$ cat config.mk
export PLATFORM = sky130hd
export DESIGN_NAME = preco
export DESIGN_NICKNAME = d
export VERILOG_FILES = /design/src/rtl/preco_pkg.sv /design/src/rtl/preco_shift_add.sv /design/src/rtl/preco.sv
export SDC_FILE = /design/constraint.sdc
export NUM_CORES = 1
export LEC_CHECK = 0
export BUFFER_PORTS_ARGS = -buffer_cell sky130_fd_sc_hd__clkbuf_2
export CORE_MARGIN = 4
export CORE_UTILIZATION = 60
export DETAILED_ROUTE_END_ITERATION = 10
export PLACE_DENSITY = 0.8
export SLEW_MARGIN = 20
export SYNTH_ARGS = -nofsm -noshare
export SYNTH_HDL_FRONTEND = slang
export SYNTH_SLANG_ARGS = --single-unit
$ cat constraint.sdc
create_clock -name clk -period 7.8 [get_ports clk]
set_input_delay 2.34 -clock clk [delete_from_list [all_inputs] [get_ports clk]]
set_output_delay 2.34 -clock clk [all_outputs]
set_load 0.02 [all_outputs]
$ cat src/rtl/preco_pkg.sv
// Shared constants and types for the preco price calculator.
package preco_pkg;

    localparam int WIDTH = 16;
    localparam logic [WIDTH-1:0] SAT_MAX = {WIDTH{1'b1}};

    typedef enum logic {
        IDLE = 1'b0,
        RUN  = 1'b1
    } state_e;

endpackage

$ cat src/rtl/preco_shift_add.sv
// Shift-add multiplier datapath: one multiplier bit per step, saturating result
// registered on the final step.
module preco_shift_add
    import preco_pkg::*;
#(
    parameter int WIDTH_P = WIDTH
) (
    input  logic               clk,
    input  logic               rst_n,
    input  logic               load,
    input  logic               step,
    input  logic [WIDTH_P-1:0] weight_kg,
    input  logic [WIDTH_P-1:0] price_per_kg,
    output logic               last,
    output logic [WIDTH_P-1:0] total_price,
    output logic               overflow
);

    localparam int CW = $clog2(WIDTH_P + 1);

    logic [2*WIDTH_P-1:0] mcand_q, mcand_d;
    logic [2*WIDTH_P-1:0] acc_q, acc_d;
    logic [2*WIDTH_P-1:0] acc_sum;
    logic [WIDTH_P-1:0]   mplr_q, mplr_d;
    logic [WIDTH_P-1:0]   total_q, total_d;
    logic                 ovf_q, ovf_d;
    logic [CW-1:0]        cnt_q, cnt_d;

    assign last        = (cnt_q == CW'(1));
    assign total_price = total_q;
    assign overflow    = ovf_q;

    always_comb begin
        // The final step's add must be included in the saturation check.
        acc_sum = acc_q + (mplr_q[0] ? mcand_q : '0);
        mcand_d = mcand_q;
        acc_d   = acc_q;
        mplr_d  = mplr_q;
        cnt_d   = cnt_q;
        total_d = total_q;
        ovf_d   = ovf_q;
        if (load) begin
            mcand_d = {{WIDTH_P{1'b0}}, price_per_kg};
            mplr_d  = weight_kg;
            acc_d   = '0;
            cnt_d   = CW'(WIDTH_P);
        end else if (step) begin
            acc_d   = acc_sum;
            mcand_d = mcand_q << 1;
            mplr_d  = mplr_q >> 1;
            cnt_d   = cnt_q - CW'(1);
            if (last) begin
                if (|acc_sum[2*WIDTH_P-1:WIDTH_P]) begin
                    total_d = {WIDTH_P{1'b1}};
                    ovf_d   = 1'b1;
                end else begin
                    total_d = acc_sum[WIDTH_P-1:0];
                    ovf_d   = 1'b0;
                end
            end
        end
    end

    always_ff @(posedge clk or negedge rst_n) begin
        if (!rst_n) begin
            mcand_q <= '0;
            acc_q   <= '0;
            mplr_q  <= '0;
            cnt_q   <= '0;
            total_q <= '0;
            ovf_q   <= 1'b0;
        end else begin
            mcand_q <= mcand_d;
            acc_q   <= acc_d;
            mplr_q  <= mplr_d;
            cnt_q   <= cnt_d;
            total_q <= total_d;
            ovf_q   <= ovf_d;
        end
    end

endmodule

$ cat src/rtl/preco.sv
// Price calculator top: start/done handshake FSM around the shift-add datapath.
module preco
    import preco_pkg::*;
#(
    parameter int WIDTH_P = WIDTH
) (
    input  logic               clk,
    input  logic               rst_n,
    input  logic               start,
    input  logic [WIDTH_P-1:0] weight_kg,
    input  logic [WIDTH_P-1:0] price_per_kg,
    output logic               busy,
    output logic               done,
    output logic               overflow,
    output logic [WIDTH_P-1:0] total_price
);

    state_e state_q, state_d;
    logic   busy_q, busy_d;
    logic   done_q, done_d;
    logic   load;
    logic   step;
    logic   last;

    assign load = (state_q == IDLE) && start;
    assign step = (state_q == RUN);
    assign busy = busy_q;
    assign done = done_q;

    always_comb begin
        state_d = state_q;
        busy_d  = busy_q;
        done_d  = 1'b0;
        case (state_q)
            IDLE: begin
                if (start) begin
                    state_d = RUN;
                    busy_d  = 1'b1;
                end
            end
            RUN: begin
                if (last) begin
                    state_d = IDLE;
                    busy_d  = 1'b0;
                    done_d  = 1'b1;
                end
            end
            default: state_d = IDLE;
        endcase
    end

    always_ff @(posedge clk or negedge rst_n) begin
        if (!rst_n) begin
            state_q <= IDLE;
            busy_q  <= 1'b0;
            done_q  <= 1'b0;
        end else begin
            state_q <= state_d;
            busy_q  <= busy_d;
            done_q  <= done_d;
        end
    end

    preco_shift_add #(.WIDTH_P(WIDTH_P)) u_dp (
        .clk          (clk),
        .rst_n        (rst_n),
        .load         (load),
        .step         (step),
        .weight_kg    (weight_kg),
        .price_per_kg (price_per_kg),
        .last         (last),
        .total_price  (total_price),
        .overflow     (overflow)
    );

endmodule

==> implementation parameters <==
Parameter                              Value

Synth
  Cell types occupying the most area after synthesis ... dfrtp_1 (39%), ha_1 (6.2%), o21ai_0 (5.4%)
  Syn Std Cell Area ... ~0.0067 mm^2
  Share of the synthesized area in the top cell type ... 0.394
  Synthesized flop and latch total ... 105
  Post-synth EDFFs ... 0
  Number of distinct library cells after synthesis ... 77
  Primary FF master, synth ... dfrtp_1
  Fraction of registers with async set or reset after synthesis ... 1.00
  Number of warnings issued by yosys ... 0
  Number of instances in the synthesized netlist ... around 730
  Cell with the most instances after synthesis ... dfrtp_1
  Post-Synthesis Net Count ... 796
  Cell type with the largest total area after synthesis ... dfrtp_1
  Synth Area per Inst ... a little over 9 um^2
  Seq/Total Area, Yosys ... 0.394
  Leading post-synthesis cells by instance count ... dfrtp_1 (105), nand2_1 (92), o21ai_0 (72)

STA
  Final Setup Violations ... 0
  Final max-slew violation count ... 0
  Clk_skew ... about 0.014 ns
  Min Tclk post-route ... about 4.5 ns
  Sum of negative setup slack ... 0 ns
  Count of final hold-check violations ... 0
  RSZ-0062 raised after global routing ... false
  Share of the clock period used by the worst path ... 0.583
  Peak clock frequency supported by timing ... between 0.2 and 0.25 GHz
  Max transition margin ... 0.244
  Transition time at the pin with the least slew margin ... approximately 1.1 ns

Clock network
  Cell at the root of the clock tree ... clkbuf_8
  Post_cts resized ... 0
  H-tree level count ... 3
  Post-CTS setup buffer count ... 0
  Sink count of the clock tree ... approximately 110
  CTS buffer count ... 9
  Reg clk slew, reported paths ... 0.10 ns
  Clock tree from TritonCTS ... built
  Max Root-Sink Buffers ... 2
  Cts hold-fix bufs ... 0
  Later-pin clock latency in the skew report ... approximately 0.40 ns

Pwr
  Power density relative to cell area ... 341 mW/mm^2
  Fraction of power spent switching nets ... 0.438
  Sw Pwr ... roughly 1.1 mW
  Combinational share of power ... 0.463
  Peak ir drop on the vdd network ... roughly 0.00025 V
  Pint ... ~1.4 mW
  Share of total power in sequential cells ... 0.379
  Clock power share ... 0.158
  Leak pwr ... 3.27 nW

Cells and area
  # diodes ... 0
  Synth-to-Final Area Change ... 7.49%
  Number of filler instances in the final layout ... about 900
  Net count of the finished layout ... roughly 820
  Non-filler instance count after layout ... roughly 900
  Core occupancy in the finished layout ... 0.661
  Fraction of final layout cells sized beyond drive strength 1 ... 0.149

Die
  Initial cell density of the core ... 0.615
  Die outline area ... 0.0129 mm^2
  Core ar. ... 0.0108 mm^2
  Site Rows ... 38
  Die Wd ... ~110 um
  Die boundary height ... 113 um
  Top-level port count ... 54

GRT
  Wire length of the first global-routing pass ... between 20 and 30 mm
  GRT Resource Usage Total ... 0.256
  Vias in the first global route ... around 5200
  Number of antenna violations at the first check in global routing ... 0
  Aggregate global routing overflow ... 0
  Maximum number of pins on one net before global-route repair ... roughly 120

Hold path
  Hold/Removal Path Class ... flip-flop to flip-flop
  Worst Hold Launch ... u_dp.mplr_q[9]
  Worst hold path endpoint ... u_dp.mplr_q[8]
  Hold Path Cell Cnt ... 2

Worst setup path
  Signal arrival time at the worst endpoint ... between 4 and 5 ns
  Sequence of cells on the critical path ... and2_1 > ha_1 > fa_1 > a211oi_1 > o21ai_2 > o31ai_4 > o31ai_1 > a41o_1 > mux2_2 > mux2i_2 > nor3_1 > a21oi_2
  Worst flop-to-flop path endpoint ... u_dp.total_price[5]
  Crit path max-delay cell type ... mux2i_2
  Endpoint kind of the worst setup timing path ... flip-flop
  Startpoint kind of the worst setup timing path ... flip-flop
  Highest fanout seen on the critical path ... 33
  Required @ worst endpoint ... about 8.1 ns
  Worst reg2reg path startpoint ... u_dp.mplr_q[0]
  Cell count of the worst reg-to-reg path ... 12
  Register-to-register setup slack ... between 3 and 4 ns
  Critical setup path kind ... flip-flop to flip-flop
  Critical path's largest stage delay ... 0.86 ns

Job
  Max Cap Viol ... 0

Status
  Result of the run ... complete, no violations

Placement
  HPWL after DPL ... 11.3 mm
  Routability congestion estimate from global placement ... 0.964
  Number of placed cells counting well taps ... roughly 880
  IO buf count ... 53

Detailed routing
  Routed length per instance ... roughly 18 um
  Drc violations ... 0
  Remaining antenna violation count ... 0
  Iteration count of the initial detailed-routing pass ... 5
  Drt total wl ... 15.8 mm
  Via count ... about 5400
  Via density per instance ... between 6 and 7
  Starting DRC count in detailed routing ... slightly below 500
[how the worst max path moves through the flow]
stage | end | cells after the start | start
after detailed placement | u_dp.total_price[8] | 12 | u_dp.mplr_q[0]
after global routing | u_dp.total_price[5] | 12 | u_dp.mplr_q[0]
after CTS | u_dp.total_price[5] | 12 | u_dp.mplr_q[0]
final | u_dp.total_price[5] | 12 | u_dp.mplr_q[0]
after floorplan | u_dp.total_price[12] | 14 | u_dp.mplr_q[0]
after global placement | u_dp.total_price[15] | 12 | u_dp.mplr_q[0]
[logic make-up (layout without fill, tap and decap cells)]
kind of cell | count (synthesis) | after routing | share of synthesized area
multiplexers | 38 | 38 | 0.0580
flip-flops | 105 | 105 | 0.394
XOR/XNOR | 26 | 26 | 0.0342
buffers and inverters | 56 | 87 | 0.0389
adder cells (fa/ha/maj) | 34 | 34 | 0.0650
AO/OA/AOI/OAI | 220 | 220 | 0.222
AND/OR/NAND/NOR | 248 | 248 | 0.188
[area by class of cell]
type	instances	area, um^2	share of cell area
well taps	140	175	0.0244
multi-input cells	566	3780	0.528
clock buffers	10	128	0.0178
flip-flops and latches	105	2630	0.367
inverters	13	48.8	0.00681
clock inverters	5	87.6	0.0122
repair buffers	59	313	0.0437
[layout by cell type (no fill, tap or decap), types with 4 or more instances in the layout]
cell,instances
dfrtp_1,104
nand2_1,92
o21ai_0,72
clkbuf_2,52
nor2_1,43
a21oi_1,43
mux2i_1,35
ha_1,33
and2_1,32
nor3_1,23
a22o_1,22
nand2b_1,16
xnor2_1,14
inv_1,12
a21oi_2,12
xor2_1,12
a21o_1,9
clkbuf_8,9
o211ai_1,8
nand3_1,8
nand4_1,8
buf_4,7
o21a_1,6
o31ai_1,5
o21bai_1,5
o21ai_1,4
[power groups by stage]
stage	Clock, mW	Combinational, mW	Sequential [mW]
finish	0.385	1.13	0.927
global route	0.417	1.26	0.959
CTS	0.389	1.13	0.926
detailed placement	0	1.12	0.935
global placement	0	1.09	0.927
floorplan	0	0.846	0.925
[sequential cells by signal, summed over array words and instances (netlist names)]
| register | count |
|---|---|
| u_dp.acc_q | 32 |
| u_dp.mcand_q | 32 |
| u_dp.mplr_q | 16 |
| u_dp.total_price | 16 |
| u_dp.cnt_q | 5 |
| busy | 1 |
| done | 1 |
| state_q | 1 |
| u_dp.overflow | 1 |
[metrics by stage]
stage	setup slack, ns	instance area, um^2	power, mW	hold slack [ns]
after global routing	2.91	7160	2.63	0.532
after detailed placement	3.29	6950	2.06	0.470
after CTS	3.25	7160	2.44	0.494
final	3.25	7160	2.44	0.496
after floorplan	4.10	6670	1.77	0.452
after global placement	3.21	6940	2.01	0.466
[metal layers]
metal / track usage / share of wire / vias up
met2: 0.383 / 0.44 / 190
li1: - / - / 2654
met3: 0.0430 / 0.069 / 23
met5: 0 / 0 / -
met4: 0.0881 / 0.021 / 0
met1: 0.379 / 0.47 / 2568
[critical path, delay by kind of cell (launching register included)]
kind	cells	cell delay, ns
multiplexers	2	1.24
AND/OR/NAND/NOR	2	0.42
flip-flops	1	0.81
adder cells (fa/ha/maj)	2	0.43
AO/OA/AOI/OAI	6	1.57
Power figures use the tool's default switching activity.
